==> src/rtl/nibble_link_pkg.sv <==
// Shared types and constants for the forwarded-clock nibble camera link.
// Line packing order matches what the receiver hands to its synchronizer.
package nibble_link_pkg;
  localparam int NIBBLE_W = 4;
  localparam int BYTE_W   = 8;

  // Camera order within a beat group: camera 0 first, then camera 1
  localparam logic CAM0 = 1'b0;
  localparam logic CAM1 = 1'b1;

  // Bit positions of the link lines inside the synchronized vector
  localparam int LN_DATA  = 0;
  localparam int LN_VALID = 4;
  localparam int LN_SOF   = 5;
  localparam int LN_CAM   = 6;
  localparam int LINK_W   = 7;

  typedef enum logic [2:0] {WAIT_SOF, C0_LO, C0_HI, C1_LO, C1_HI} link_rx_state_t;

  function automatic logic expected_cam(link_rx_state_t s);
    return (s == C1_LO || s == C1_HI) ? CAM1 : CAM0;
  endfunction
endpackage

==> src/rtl/nibble_link_receiver_if.sv <==
// Link-side inputs and pixel-pair outputs of the nibble link receiver.
// master = link driver / pixel consumer, slave = receiver.
interface nibble_link_receiver_if;
  import nibble_link_pkg::*;

  logic                link_clk_i;
  logic [NIBBLE_W-1:0] link_data_i;
  logic                link_valid_i;
  logic                link_sof_i;
  logic                link_cam_i;

  logic                pix_valid_o;
  logic [BYTE_W-1:0]   pix0_o;
  logic [BYTE_W-1:0]   pix1_o;
  logic                sof0_o;
  logic                sof1_o;
  logic [15:0]         row_o;
  logic [15:0]         col_o;
  logic                frame_done_o;
  logic [7:0]          err_count_o;

  modport master (
    output link_clk_i, link_data_i, link_valid_i, link_sof_i, link_cam_i,
    input  pix_valid_o, pix0_o, pix1_o, sof0_o, sof1_o, row_o, col_o,
           frame_done_o, err_count_o
  );

  modport slave (
    input  link_clk_i, link_data_i, link_valid_i, link_sof_i, link_cam_i,
    output pix_valid_o, pix0_o, pix1_o, sof0_o, sof1_o, row_o, col_o,
           frame_done_o, err_count_o
  );
endinterface

==> src/rtl/nibble_link_receiver_sync_edge.sv <==
// Synchronizes a forwarded clock plus W companion lines through equal-depth
// flop chains and emits a registered rising-edge strobe with the lines it saw.
module link_sync_edge #(
  parameter int W      = 7,
  parameter int STAGES = 2
) (
  input  logic         clk_i,
  input  logic         reset_n_i,
  input  logic         line_clk_i,
  input  logic [W-1:0] lines_i,
  output logic [W-1:0] lines_o,
  output logic         rise_o
);
  // Forwarded clock rides in the top bit so every line sees the same delay
  logic [STAGES-1:0][W:0] sync_q;
  logic                   clk_prev;

  always_ff @(posedge clk_i or negedge reset_n_i) begin
    if (!reset_n_i) begin
      sync_q   <= '0;
      clk_prev <= 1'b0;
      lines_o  <= '0;
      rise_o   <= 1'b0;
    end else begin
      sync_q[0] <= {line_clk_i, lines_i};
      for (int i = 1; i < STAGES; i++) sync_q[i] <= sync_q[i-1];
      clk_prev <= sync_q[STAGES-1][W];
      rise_o   <= sync_q[STAGES-1][W] & ~clk_prev;
      lines_o  <= sync_q[STAGES-1][W-1:0];
    end
  end
endmodule

==> src/rtl/nibble_link_receiver.sv <==
// Oversampling receiver for the 4-bit camera link: rebuilds camera-0/1 byte
// pairs, tracks row/col per frame and counts protocol errors.
module nibble_link_receiver
  import nibble_link_pkg::*;
#(
  parameter int SYNC_STAGES = 2,
  parameter int IMG_WIDTH   = 640,
  parameter int IMG_HEIGHT  = 480,
  parameter bit REQUIRE_SOF = 1'b1
) (
  input logic             clk_i,
  input logic             reset_n_i,
  nibble_link_receiver_if.slave lnk
);
  localparam link_rx_state_t IDLE_ST = REQUIRE_SOF ? WAIT_SOF : C0_LO;
  localparam logic [15:0] COL_LAST = 16'(IMG_WIDTH - 1);
  localparam logic [15:0] ROW_LAST = 16'(IMG_HEIGHT - 1);

  logic [LINK_W-1:0]   cap;
  logic                cap_stb;
  logic [NIBBLE_W-1:0] c_data;
  logic                c_valid, c_sof, c_cam;

  link_sync_edge #(.W(LINK_W), .STAGES(SYNC_STAGES)) u_sync (
    .clk_i      (clk_i),
    .reset_n_i  (reset_n_i),
    .line_clk_i (lnk.link_clk_i),
    .lines_i    ({lnk.link_cam_i, lnk.link_sof_i, lnk.link_valid_i, lnk.link_data_i}),
    .lines_o    (cap),
    .rise_o     (cap_stb)
  );

  assign c_data  = cap[LN_DATA +: NIBBLE_W];
  assign c_valid = cap[LN_VALID];
  assign c_sof   = cap[LN_SOF];
  assign c_cam   = cap[LN_CAM];

  link_rx_state_t      state;
  logic                hunt;      // waiting for an sof pair before emitting
  logic [NIBBLE_W-1:0] lo0, lo1;
  logic [BYTE_W-1:0]   byte0;
  logic                s0, s1;
  logic [15:0]         nrow, ncol; // position the next non-sof pair lands on

  logic        exp_cam, mid, f0, f1, any_sof, pair_done, emit, last, err_evt;
  logic [15:0] erow, ecol;

  always_comb begin
    exp_cam   = expected_cam(state);
    mid       = (state == C0_HI) || (state == C1_LO) || (state == C1_HI);
    f0        = s0;
    f1        = s1 | c_sof;
    any_sof   = f0 | f1;
    pair_done = c_valid && (c_cam == exp_cam) && (state == C1_HI);
    // While hunting, a completed pair without sof is silently dropped
    emit      = pair_done && !(hunt && !any_sof);
    erow      = any_sof ? 16'd0 : nrow;
    ecol      = any_sof ? 16'd0 : ncol;
    last      = (erow == ROW_LAST) && (ecol == COL_LAST);
    // Any number of simultaneous faults in one capture costs a single count
    err_evt   = (!c_valid && mid) || (c_valid && (c_cam != exp_cam)) ||
                (emit && ((f0 != f1) || (!hunt && any_sof && (nrow != 16'd0 || ncol != 16'd0))));
  end

  always_ff @(posedge clk_i or negedge reset_n_i) begin
    if (!reset_n_i) begin
      state            <= IDLE_ST;
      hunt             <= REQUIRE_SOF;
      lo0              <= '0;
      lo1              <= '0;
      byte0            <= '0;
      s0               <= 1'b0;
      s1               <= 1'b0;
      nrow             <= '0;
      ncol             <= '0;
      lnk.pix_valid_o  <= 1'b0;
      lnk.pix0_o       <= '0;
      lnk.pix1_o       <= '0;
      lnk.sof0_o       <= 1'b0;
      lnk.sof1_o       <= 1'b0;
      lnk.row_o        <= '0;
      lnk.col_o        <= '0;
      lnk.frame_done_o <= 1'b0;
      lnk.err_count_o  <= '0;
    end else begin
      lnk.pix_valid_o  <= 1'b0;
      lnk.frame_done_o <= 1'b0;
      if (cap_stb) begin
        if (err_evt && lnk.err_count_o != 8'hFF) lnk.err_count_o <= lnk.err_count_o + 8'd1;
        if (!c_valid) begin
          if (mid) begin
            state <= REQUIRE_SOF ? WAIT_SOF : C0_LO;
            hunt  <= hunt | REQUIRE_SOF;
          end
        end else if (c_cam != exp_cam) begin
          if (c_cam == CAM0) begin
            lo0   <= c_data;
            s0    <= c_sof;
            state <= C0_HI;
          end else begin
            state <= hunt ? WAIT_SOF : C0_LO;
          end
        end else begin
          case (state)
            WAIT_SOF, C0_LO: begin lo0 <= c_data; s0 <= c_sof; state <= C0_HI; end
            C0_HI: begin byte0 <= {c_data, lo0}; s0 <= s0 | c_sof; state <= C1_LO; end
            C1_LO: begin lo1 <= c_data; s1 <= c_sof; state <= C1_HI; end
            default: begin
              state <= hunt ? WAIT_SOF : C0_LO;
              if (emit) begin
                lnk.pix_valid_o <= 1'b1;
                lnk.pix0_o      <= byte0;
                lnk.pix1_o      <= {c_data, lo1};
                lnk.sof0_o      <= f0;
                lnk.sof1_o      <= f1;
                lnk.row_o       <= erow;
                lnk.col_o       <= ecol;
                hunt            <= 1'b0;
                state           <= C0_LO;
                if (last) begin
                  lnk.frame_done_o <= 1'b1;
                  nrow <= '0;
                  ncol <= '0;
                  if (REQUIRE_SOF) begin
                    state <= WAIT_SOF;
                    hunt  <= 1'b1;
                  end
                end else if (ecol == COL_LAST) begin
                  ncol <= '0;
                  nrow <= erow + 16'd1;
                end else begin
                  ncol <= ecol + 16'd1;
                  nrow <= erow;
                end
              end
            end
          endcase
        end
      end
    end
  end
endmodule

==> src/flat_wrapper.sv <==
// flat-port wrapper written by rule: the top's interface ports become plain ports
module nibble_link_receiver_flat import nibble_link_pkg::*;
#(
  parameter int SYNC_STAGES = 2,
  parameter int IMG_WIDTH   = 640,
  parameter int IMG_HEIGHT  = 480,
  parameter bit REQUIRE_SOF = 1'b1
)
  (clk_i, reset_n_i, lnk_link_clk_i, lnk_link_data_i, lnk_link_valid_i, lnk_link_sof_i, lnk_link_cam_i, lnk_pix_valid_o, lnk_pix0_o, lnk_pix1_o, lnk_sof0_o, lnk_sof1_o, lnk_row_o, lnk_col_o, lnk_frame_done_o, lnk_err_count_o);
  nibble_link_receiver_if lnk_i ();
  input logic clk_i;
  input logic reset_n_i;
  input wire logic [$bits(lnk_i.link_clk_i)-1:0] lnk_link_clk_i;
  input wire logic [$bits(lnk_i.link_data_i)-1:0] lnk_link_data_i;
  input wire logic [$bits(lnk_i.link_valid_i)-1:0] lnk_link_valid_i;
  input wire logic [$bits(lnk_i.link_sof_i)-1:0] lnk_link_sof_i;
  input wire logic [$bits(lnk_i.link_cam_i)-1:0] lnk_link_cam_i;
  output wire logic [$bits(lnk_i.pix_valid_o)-1:0] lnk_pix_valid_o;
  output wire logic [$bits(lnk_i.pix0_o)-1:0] lnk_pix0_o;
  output wire logic [$bits(lnk_i.pix1_o)-1:0] lnk_pix1_o;
  output wire logic [$bits(lnk_i.sof0_o)-1:0] lnk_sof0_o;
  output wire logic [$bits(lnk_i.sof1_o)-1:0] lnk_sof1_o;
  output wire logic [$bits(lnk_i.row_o)-1:0] lnk_row_o;
  output wire logic [$bits(lnk_i.col_o)-1:0] lnk_col_o;
  output wire logic [$bits(lnk_i.frame_done_o)-1:0] lnk_frame_done_o;
  output wire logic [$bits(lnk_i.err_count_o)-1:0] lnk_err_count_o;
  assign lnk_i.link_clk_i = lnk_link_clk_i;
  assign lnk_i.link_data_i = lnk_link_data_i;
  assign lnk_i.link_valid_i = lnk_link_valid_i;
  assign lnk_i.link_sof_i = lnk_link_sof_i;
  assign lnk_i.link_cam_i = lnk_link_cam_i;
  assign lnk_pix_valid_o = lnk_i.pix_valid_o;
  assign lnk_pix0_o = lnk_i.pix0_o;
  assign lnk_pix1_o = lnk_i.pix1_o;
  assign lnk_sof0_o = lnk_i.sof0_o;
  assign lnk_sof1_o = lnk_i.sof1_o;
  assign lnk_row_o = lnk_i.row_o;
  assign lnk_col_o = lnk_i.col_o;
  assign lnk_frame_done_o = lnk_i.frame_done_o;
  assign lnk_err_count_o = lnk_i.err_count_o;
  nibble_link_receiver #(.SYNC_STAGES(SYNC_STAGES), .IMG_WIDTH(IMG_WIDTH), .IMG_HEIGHT(IMG_HEIGHT), .REQUIRE_SOF(REQUIRE_SOF)) u_core (.clk_i(clk_i), .reset_n_i(reset_n_i), .lnk(lnk_i));
endmodule
==> config.mk <==
export PLATFORM = sky130hd
export DESIGN_NAME = nibble_link_receiver_flat
export DESIGN_NICKNAME = d
export VERILOG_FILES = /design/src/rtl/nibble_link_pkg.sv /design/src/rtl/nibble_link_receiver_if.sv /design/src/rtl/nibble_link_receiver_sync_edge.sv /design/src/rtl/nibble_link_receiver.sv /design/src/flat_wrapper.sv
export SDC_FILE = /design/constraint.sdc
export NUM_CORES = 1
export LEC_CHECK = 0
export CAP_MARGIN = 20
export CORE_MARGIN = 2
export CORE_UTILIZATION = 51
export CTS_CLUSTER_SIZE = 14
export DETAILED_ROUTE_END_ITERATION = 12
export GPL_TIMING_DRIVEN = 0
export PLACE_DENSITY = 0.74
export SKIP_LAST_GASP = 1
export SYNTH_ARGS = -nofsm -noshare
export SYNTH_HDL_FRONTEND = slang
export SYNTH_SLANG_ARGS = --single-unit
==> constraint.sdc <==
create_clock -name clk_i -period 6.82 [get_ports clk_i]
set_input_delay 1.364 -clock clk_i [delete_from_list [all_inputs] [get_ports clk_i]]
set_output_delay 1.364 -clock clk_i [all_outputs]
set_load 0.05 [all_outputs]
==> results of run 1 <==
==> worst min-delay path by stage <==
stage | startpoint | endpoint | slack [ns]
5_1_grt | u_core.u_sync.sync_q[11]$_DFF_PN0_ | u_core.u_sync.lines_o[3]$_DFF_PN0_ | 0.35
2_1_floorplan | u_core.u_sync.sync_q[8]$_DFF_PN0_ | u_core.u_sync.lines_o[0]$_DFF_PN0_ | 0.33
3_5_place_dp | u_core.u_sync.sync_q[4]$_DFF_PN0_ | u_core.u_sync.sync_q[12]$_DFF_PN0_ | 0.33
4_1_cts | u_core.u_sync.sync_q[4]$_DFF_PN0_ | u_core.u_sync.sync_q[12]$_DFF_PN0_ | 0.35
6_report | u_core.u_sync.sync_q[4]$_DFF_PN0_ | u_core.u_sync.sync_q[12]$_DFF_PN0_ | 0.34
3_3_place_gp | u_core.u_sync.sync_q[11]$_DFF_PN0_ | u_core.u_sync.lines_o[3]$_DFF_PN0_ | 0.33
==> through the flow <==
stage          setup slack (ns)  power [W]  setup TNS (ns)
6_report                   2.93    0.00221               0
5_1_grt                    2.70    0.00229               0
4_1_cts                    3.02    0.00222               0
3_5_place_dp               3.05    0.00124               0
3_3_place_gp             -0.988    0.00123         -134.51
2_1_floorplan              3.91    0.00113               0
==> power breakdown <==
group	internal (W)	switching [W]	total [W]
Clock	0.000649	0.000333	0.000981
Combinational	0.000107	0.000178	0.000285
Sequential	0.000892	0.0000479	0.000940
Total	0.00165	0.000559	0.00221
==> synthesized netlist by cell type, types with 8 or more instances <==
cell type,number,area share (%)
mux2_2,21,3.8
nor3_1,9,0.73
o21ai_0,51,4.1
inv_1,11,0.67
nor2_1,18,1.1
a21oi_1,9,0.73
and3_1,8,0.81
nand4_1,14,1.4
and2_1,9,0.91
nand3_1,31,2.5
o31ai_1,11,1.3
clkbuf_1,18,1.1
a31oi_1,10,1.0
dfrtp_1,138,56
nor4_1,10,1.0
or3_1,8,0.81
nand2_1,146,8.9
==> cells by family after synthesis <==
| kind of cell | count (synthesis) | share of synthesized area (%) |
|---|---|---|
| AND/OR/NAND/NOR | 278 | 21.7 |
| flip-flops | 139 | 56.5 |
| AO/OA/AOI/OAI | 116 | 12.6 |
| buffers and inverters | 44 | 3.11 |
| multiplexers | 23 | 4.25 |
| XOR/XNOR | 6 | 0.853 |
| adder cells (fa/ha/maj) | 5 | 1.02 |
==> state kept, by name (all words and copies together) (netlist names), 4 cells and up <==
signal,flops
u_core.byte0,8
u_core.lnk.col_o,16
u_core.lnk.pix1_o,8
u_core.u_sync.sync_q,16
u_core.lnk.pix0_o,8
u_core.nrow,16
u_core.lnk.row_o,16
u_core.ncol,16
u_core.u_sync.lines_o,7
u_core.lo0,4
u_core.lo1,4
u_core.lnk.err_count_o,8
==> routing by layer <==
metal | vias up | GRT usage, % | share of wire (%) | routed length (um)
li1 | 2355 | - | - | -
met1 | 2455 | 34.1 | 44 | 6850
met2 | 210 | 40.7 | 47 | 7350
met3 | 27 | 6.85 | 7.1 | 1120
met4 | 0 | 10.7 | 2.0 | 316
met5 | - | 0 | 0 | 0
==> final cells by class <==
cell class	count	share of cell area, %
Sequential cell	139	45.2
Multi-Input combinational cell	428	32.3
Timing Repair Buffer	70	9.36
Clock buffer	25	6.44
Tap cell	147	2.39
Buffer	32	1.90
Clock inverter	6	1.74
Inverter	12	0.586
==> critical path, cell delays in order (launching register included) <==
cell and delay (ns):
dfrtp_1 0.38, nor2_1 0.16, ha_1 0.36, buf_4 0.27, clkbuf_1 0.47, and2_1 0.24, ha_1 0.21, nand2_1 0.11
nor3_1 0.39, nand4_1 0.53, nor4b_1 0.52, o211ai_1 0.13
==> out/results.ini, run 1 <==
[floorplan]
ios=70
die-area_sq_um=13000
core_area_sq_um=11900
start_util_pct=51.7
rows=40
die_y_um=114
die-width_um=114

[synth]
yosys_warnings=0
yosysSeqAreaShare_pct=56.5
syn-num-nets=626
ys.flop_type=dfrtp_1
synth_edf_count=0
syn-cell-area_sq_um=6160
syn_avg_cell_area_sq_um=10.1
async_flop_share_pct=100
syn_inst=611
ys_seq_elements=139
ys_types=61

[timing]
holdWs_ns=0.341
finalSetupViolCount=0
period_share_pct=57.0
report.final.slew_viol_count=0
rsz0062_at_grt=no
slew_headroom_pct=52.7
worst_pin_slew_ns=0.709
layout_min_cycle_time_ns=3.89
fmax_mhz=257
hold_violations=0
skew_ns=0.0105

[critical_path]
endpoint_kind=flip-flop
crit_required_ns=7.12
crit_arrival_ns=4.19
reg2reg_slack_ns=2.93
critPathCapture=u_core.state[0]$_DFFE_PN0P_
startpoint=u_core.u_sync.lines_o[5]$_DFF_PN0_
r2r_end=u_core.state[0]$_DFFE_PN0P_
startpoint_type=flip-flop
path_class=reg -> reg
path_max_fanout=10
r2r_cells=11
worstReg2RegStart=u_core.u_sync.lines_o[5]$_DFF_PN0_

[route]
drc=0
routed_wl_um=15600
antenna_left=0
drt-initial-drc-count=369
drtPass1Iterations=5
dr_total_vias=5047
wl_per_cell_um=18.2
vias_per_cell=5.88

[placement]
port_buffers=69
placed_cell_area_sq_um=7060
dp.cells=828
dpl.hpwl_um=10600
place_congestion=0.955

[grt]
overflow=0
grt.total_usage_pct=25.8
grt_max_degree=82
antenna_found_initial=0
first_global_vias=4895
grt_pass1_wl_um=25500

[outcome]
outcome=complete, no violations

[clocking]
hold_buffers=0
path_clk_slew_ns=0.06
htreeDepth=4
clock_latency_ns=0.43
numCtsBuffers=17
clk_path_buf_depth=2
root_buffer=clkbuf_16
postCtsSetupRepairBufs=0
cts_tree=yes
clock_sinks=139
cts_resized=0

[layout]
mostFrequentLayoutCells=nand2_1 (146), dfrtp_1 (138), clkdlybuf4s50_1 (68), o21ai_0 (51), nand3_1 (31)
final_common_cell=nand2_1
insertedDiodeCount=0
syn_to_final_growth_pct=24.9
final_core_util_pct=64.6
nFillCells=977
layout-drive-gt1-share_pct=10.4
ff_latch_area_sq_um=3480
fin_cells=859
final_area_sq_um=7690
final_nets=715
multi_input_area_sq_um=2490

[power_and_ir_drop]
power_leakage_nw=3.39
vdd_drop_max_mv=0.218
power_density_nw_per_um2=287

[min_path]
whs_path_depth=0
hp-class=reg -> reg

[run]
max-cap-violations=0

Power figures use the tool's default switching activity.
==> inputs of run 2 (changes only) <==
Clock period 6.82 ns to 3.8 ns, I/O delays scaled along.
==> out/results.ini, run 2 (synthesis results as in run 1) <==
[critical_path]
crit_required_ns=4.09  ; was 7.12 ns
cpPeakStageDelay_ns=0.51  ; was 0.53 ns
path_class=reg -> reg  ; unchanged
cpMaxStageDelayCell=nor4b_1  ; was nand4_1
reg2reg_slack_ns=0.40  ; was 2.93 ns
endpoint_kind=flip-flop  ; unchanged
path_max_fanout=19  ; was 10
crit_arrival_ns=3.70  ; was 4.19 ns
startpoint_type=flip-flop  ; unchanged
path_cells=nor2_1 -> ha_1 -> buf_4 -> and2_1 -> ha_1 -> nand2_1 -> nor3_1 -> nand4_1 -> nor4b_1 -> o211ai_1  ; was nor2_1 -> ha_1 -> buf_4 -> clkbuf_1 -> and2_1 -> ha_1 -> nand2_1 -> nor3_1 -> nand4_1 -> nor4b_1 -> o211ai_1
cp_common_cell=ha_1  ; unchanged

[layout]
syn_to_final_growth_pct=24.8  ; was 24.9%
final_area_sq_um=7690  ; about the same
insertedDiodeCount=0  ; unchanged
ff_latch_area_sq_um=3480  ; unchanged
nFillCells=977  ; unchanged
fin_cells=858  ; was 859
final_nets=714  ; was 715
layout-drive-gt1-share_pct=10.4  ; about the same
final_core_util_pct=64.5  ; was 64.6%
final_common_cell=nand2_1  ; unchanged
multi_input_area_sq_um=2490  ; unchanged
mostFrequentLayoutCells=nand2_1 (146), dfrtp_1 (138), clkdlybuf4s50_1 (68), o21ai_0 (51), nand3_1 (31)  ; unchanged

[route]
dr_total_vias=5004  ; was 5047
wl_per_cell_um=18.1  ; was 18.2 um
antenna_left=0  ; unchanged
drt-initial-drc-count=360  ; was 369
routed_wl_um=15500  ; was 15600 um
drtPass1Iterations=5  ; unchanged
vias_per_cell=5.83  ; was 5.88
drc=0  ; unchanged

[floorplan]
die-area_sq_um=13000  ; unchanged
ios=70  ; unchanged
start_util_pct=51.7  ; unchanged
rows=40  ; unchanged
core_area_sq_um=11900  ; unchanged
die-width_um=114  ; unchanged
die_y_um=114  ; unchanged

[timing]
hold_violations=0  ; unchanged
report.final.slew_viol_count=0  ; unchanged
worst_pin_slew_ns=0.680  ; was 0.709 ns
rsz0062_at_grt=no  ; unchanged
skew_ns=0.00915  ; was 0.0105 ns
period_share_pct=89.6  ; was 57.0%
timing.setup.tns_ns=0  ; unchanged
layout_min_cycle_time_ns=3.40  ; was 3.89 ns
slew_headroom_pct=54.2  ; was 52.7%
worst_slack_ns=0.395  ; was 2.93 ns
finalSetupViolCount=0  ; unchanged
fmax_mhz=294  ; was 257 MHz

[grt]
overflow=0  ; unchanged
grt.total_usage_pct=25.7  ; was 25.8%
grt_max_degree=82  ; unchanged
antenna_found_initial=0  ; unchanged
first_global_vias=4876  ; was 4895
grt_pass1_wl_um=25400  ; was 25500 um

[placement]
port_buffers=69  ; unchanged
dp.cells=828  ; unchanged
dp_slack_ns=0.0256  ; was 3.05 ns
placed_cell_area_sq_um=7060  ; unchanged
dpl.hpwl_um=10600  ; unchanged
place_congestion=0.955  ; unchanged

[clocking]
numCtsBuffers=17  ; unchanged
clock_latency_ns=0.42  ; was 0.43 ns
clk_path_buf_depth=2  ; unchanged
clock_sinks=139  ; unchanged
root_buffer=clkbuf_16  ; unchanged
htreeDepth=4  ; unchanged
path_clk_slew_ns=0.06  ; about the same
cts_resized=0  ; unchanged
cts_tree=yes  ; unchanged

[run]
max-cap-violations=0  ; unchanged

[power_and_ir_drop]
power_density_nw_per_um2=515  ; was 287 nW/um^2
power_leakage_nw=3.38  ; was 3.39 nW
vdd_drop_max_mv=0.391  ; was 0.218 mV

[min_path]
hp-class=in -> async  ; was reg -> reg

[outcome]
outcome=complete, no violations  ; unchanged

[run 2: cell types whose count changed in the layout (fill, tap and decap cells not counted)]
| cell | previous run | this run |
|---|---|---|
| clkbuf_1 | 22 | 21 |
[run 2: final cells by class]
type                            instances  area share, %
Timing Repair Buffer                   70           9.36
Sequential cell                       139           45.3
Clock inverter                          6           1.74
Multi-Input combinational cell        428           32.3
Tap cell                              147           2.39
Buffer                                 31           1.86
Inverter                               12          0.586
Clock buffer                           25           6.45
[run 2: stage by stage]
stage          power (W)  hold WS, ns
6_report         0.00396        0.306
5_1_grt          0.00410        0.353
4_1_cts          0.00397        0.321
3_5_place_dp     0.00222        0.335
3_3_place_gp     0.00220        0.332
2_1_floorplan    0.00203        0.331
[run 2: where the power goes]
group	leakage (nW)	switching [W]	internal [W]	total [W]
clock network	0.308	0.000597	0.00116	0.00176
logic	1.22	0.000318	0.000191	0.000508
registers	1.85	0.0000861	0.00160	0.00169
[run 2: repair_timing]
| action | 4_1_cts | 5_1_grt |
|---|---|---|
| hold buffers | 0 | 0 |
| setup endpoints to repair | 1 | 0 |
| setup buffers | 0 | 0 |
[run 2: metal layers]
metal  vias up  global-route usage [%]  share of wire [%]
li1       2349                       -                  -
met1      2426                    34.1                 43
met4         0                    10.7                2.2
met2       198                    40.3                 47
met3        31                    6.80                8.1
met5         -                       0                  0
[run 2: worst paths after layout]
kind                                               startpoint                            endpoint  depth (start not counted)
setup reg to reg           u_core.u_sync.lines_o[5]$_DFF_PN0_         u_core.state[0]$_DFFE_PN0P_                         10
max in group asynchronous                           reset_n_i             u_core.hunt$_DFFE_PN1P_                          2
setup / recovery           u_core.u_sync.lines_o[5]$_DFF_PN0_         u_core.state[0]$_DFFE_PN0P_                         10
hold / removal                                      reset_n_i    u_core.lnk.col_o[12]$_DFFE_PN0P_                          1
hold reg to reg             u_core.u_sync.sync_q[4]$_DFF_PN0_  u_core.u_sync.sync_q[12]$_DFF_PN0_                          0
min in group clk_i          u_core.u_sync.sync_q[4]$_DFF_PN0_  u_core.u_sync.sync_q[12]$_DFF_PN0_                          0
[run 2: critical path: cells and delay by family (launching register included)]
kind / cells / cell delay (ns)
and+or+nand+nor: 6 / 1.87
adders and majority gates: 2 / 0.57
DFF: 1 / 0.38
buffers and inverters: 1 / 0.32
AOI/OAI and AO/OA: 1 / 0.13
==> inputs of run 3 (changes only) <==
Settings changed: PLACE_DENSITY 0.74 to 0.77.
==> out/results.ini, run 3 (synthesis results as in run 1) <==
[outcome]
outcome=complete, no violations  ; unchanged

[layout]
layout-drive-gt1-share_pct=11.6  ; was 10.4%
mostFrequentLayoutCells=nand2_1 (146), dfrtp_1 (138), clkdlybuf4s50_1 (68), o21ai_0 (51), nand3_1 (31)  ; unchanged
fin_cells=863  ; was 858
final_area_sq_um=7700  ; was 7690 sq um
final_nets=718  ; was 714
final_common_cell=nand2_1  ; unchanged
syn_to_final_growth_pct=25.1  ; was 24.8%
insertedDiodeCount=0  ; unchanged

[critical_path]
crit_arrival_ns=3.69  ; was 3.70 ns
r2r_cells=10  ; unchanged
r2r_end=u_core.ncol[11]$_DFFE_PN0P_  ; was u_core.state[0]$_DFFE_PN0P_
path_max_fanout=10  ; was 19
worstReg2RegStart=u_core.state[1]$_DFFE_PN0P_  ; was u_core.u_sync.lines_o[5]$_DFF_PN0_
endpoint_kind=flip-flop  ; unchanged
crit_required_ns=4.13  ; was 4.09 ns
path_class=reg -> reg  ; unchanged
startpoint_type=flip-flop  ; unchanged
reg2reg_slack_ns=0.44  ; was 0.40 ns

[power_and_ir_drop]
vdd_drop_max_mv=0.292  ; was 0.391 mV
power_density_nw_per_um2=507  ; was 515 nW/um^2
seqPwrFrac_pct=43.2  ; was 42.6%
p_sw_w=0.00104  ; was 0.00100 W
combPwrFrac_pct=13.0  ; was 12.8%
intPower_w=0.00286  ; was 0.00296 W
total_power_w=0.00390  ; was 0.00396 W
clkPwrFrac_pct=43.7  ; was 44.5%
power_leakage_nw=3.39  ; was 3.38 nW
switching_share_pct=26.7  ; was 25.3%

[clocking]
numCtsBuffers=17  ; unchanged
cts_tree=yes  ; unchanged
hold_buffers=0  ; unchanged
htreeDepth=4  ; unchanged
path_clk_slew_ns=0.06  ; about the same
cts_resized=0  ; unchanged
root_buffer=clkbuf_16  ; unchanged
clock_sinks=139  ; unchanged
postCtsSetupRepairBufs=0  ; unchanged
clk_path_buf_depth=2  ; unchanged
clock_latency_ns=0.43  ; was 0.42 ns

[timing]
worst_pin_slew_ns=0.732  ; was 0.680 ns
skew_ns=0.00816  ; was 0.00915 ns
rsz0062_at_grt=no  ; unchanged
report.final.slew_viol_count=0  ; unchanged
timing.setup.tns_ns=0  ; unchanged
layout_min_cycle_time_ns=3.36  ; was 3.40 ns
hold_violations=0  ; unchanged
finalSetupViolCount=0  ; unchanged
fmax_mhz=298  ; was 294 MHz
slew_headroom_pct=50.7  ; was 54.2%
period_share_pct=88.4  ; was 89.6%

[route]
drt-initial-drc-count=314  ; was 360
routed_wl_um=15400  ; was 15500 um
drc=0  ; unchanged
vias_per_cell=5.89  ; was 5.83
dr_total_vias=5080  ; was 5004
drtPass1Iterations=5  ; unchanged
wl_per_cell_um=17.8  ; was 18.1 um
antenna_left=0  ; unchanged

[placement]
dpl.hpwl_um=10800  ; was 10600 um
port_buffers=69  ; unchanged
placed_cell_area_sq_um=7060  ; unchanged
place_congestion=0.930  ; was 0.955
dp.cells=828  ; unchanged

[grt]
antenna_found_initial=0  ; unchanged
grt_max_degree=97  ; was 82
first_global_vias=4963  ; was 4876
grt_pass1_wl_um=25500  ; was 25400 um
grt.total_usage_pct=25.5  ; was 25.7%
overflow=0  ; unchanged

[floorplan]
die-width_um=114  ; unchanged
rows=40  ; unchanged
ios=70  ; unchanged
core_area_sq_um=11900  ; unchanged
start_util_pct=51.7  ; unchanged
die-area_sq_um=13000  ; unchanged
die_y_um=114  ; unchanged

[run]
max-cap-violations=0  ; unchanged

[min_path]
hp-class=in -> async  ; unchanged

## run 3: changes by cell type in the layout (fill, tap and decap cells not counted), sizes merged
| cell | before | now |
|---|---|---|
| clkbuf | 43 | 37 |
| buf | 15 | 19 |
| inv | 11 | 15 |
| clkinv | 3 | 5 |
| clkinvlp | 0 | 2 |
| bufinv | 4 | 3 |
## run 3: metal layers
layer | share of wire (%) | GRT usage (%)
met5 | 0 | 0
met3 | 8.7 | 7.07
met1 | 41 | 33.1
met2 | 47 | 39.9
met4 | 3.2 | 12.5
## run 3: how the worst max path moves through the flow
stage	from	endpoint	slack, ns
finish	u_core.state[1]$_DFFE_PN0P_	u_core.ncol[11]$_DFFE_PN0P_	0.44
floorplan	u_core.u_sync.lines_o[5]$_DFF_PN0_	u_core.nrow[13]$_DFFE_PN0P_	0.89
detailed placement	u_core.u_sync.lines_o[5]$_DFF_PN0_	u_core.nrow[1]$_DFFE_PN0P_	0.06
global route	u_core.state[1]$_DFFE_PN0P_	u_core.ncol[11]$_DFFE_PN0P_	0.22
global placement	reset_n_i	u_core.u_sync.sync_q[7]$_DFF_PN0_	-3.34
CTS	u_core.u_sync.lines_o[5]$_DFF_PN0_	u_core.state[0]$_DFFE_PN0P_	0.008
## run 3: power groups by stage
stage          registers [W]  logic (W)  clock network [W]
3_3_place_gp         0.00170   0.000497                  0
2_1_floorplan        0.00179   0.000244                  0
6_report             0.00169   0.000509            0.00171
3_5_place_dp         0.00171   0.000512                  0
4_1_cts              0.00169   0.000516            0.00174
5_1_grt              0.00170   0.000553            0.00180
## run 3: stage by stage
stage / util, % / hold WS (ns) / setup slack, ns
CTS: 64.5 / 0.255 / 0.00776
detailed placement: 59.3 / 0.336 / 0.0570
finish: 64.7 / 0.247 / 0.442
floorplan: - / 0.331 / 0.893
global route: 64.7 / 0.284 / 0.219
global placement: 59.0 / 0.333 / -3.34
## run 3: critical path, stage by stage (launching register included)
cell and delay [ns]:
dfrtp_1 0.32, buf_2 0.18, nor2b_1 0.33, a21oi_1 0.12, ha_1 0.39, nand4_1 0.20
clkbuf_1 0.37, clkbuf_1 0.50, clkbuf_1 0.56, o21ai_0 0.20, o31ai_1 0.10
## run 3: cell type report
type	instances	area (sq um)
multi-input cells	428	2490
clock inverters	13	164
plain buffers	31	143
fillers	957	4210
well taps	147	184
clock buffers	19	453
flip-flops and latches	139	3480
repair buffers	74	749
inverters	12	45.0
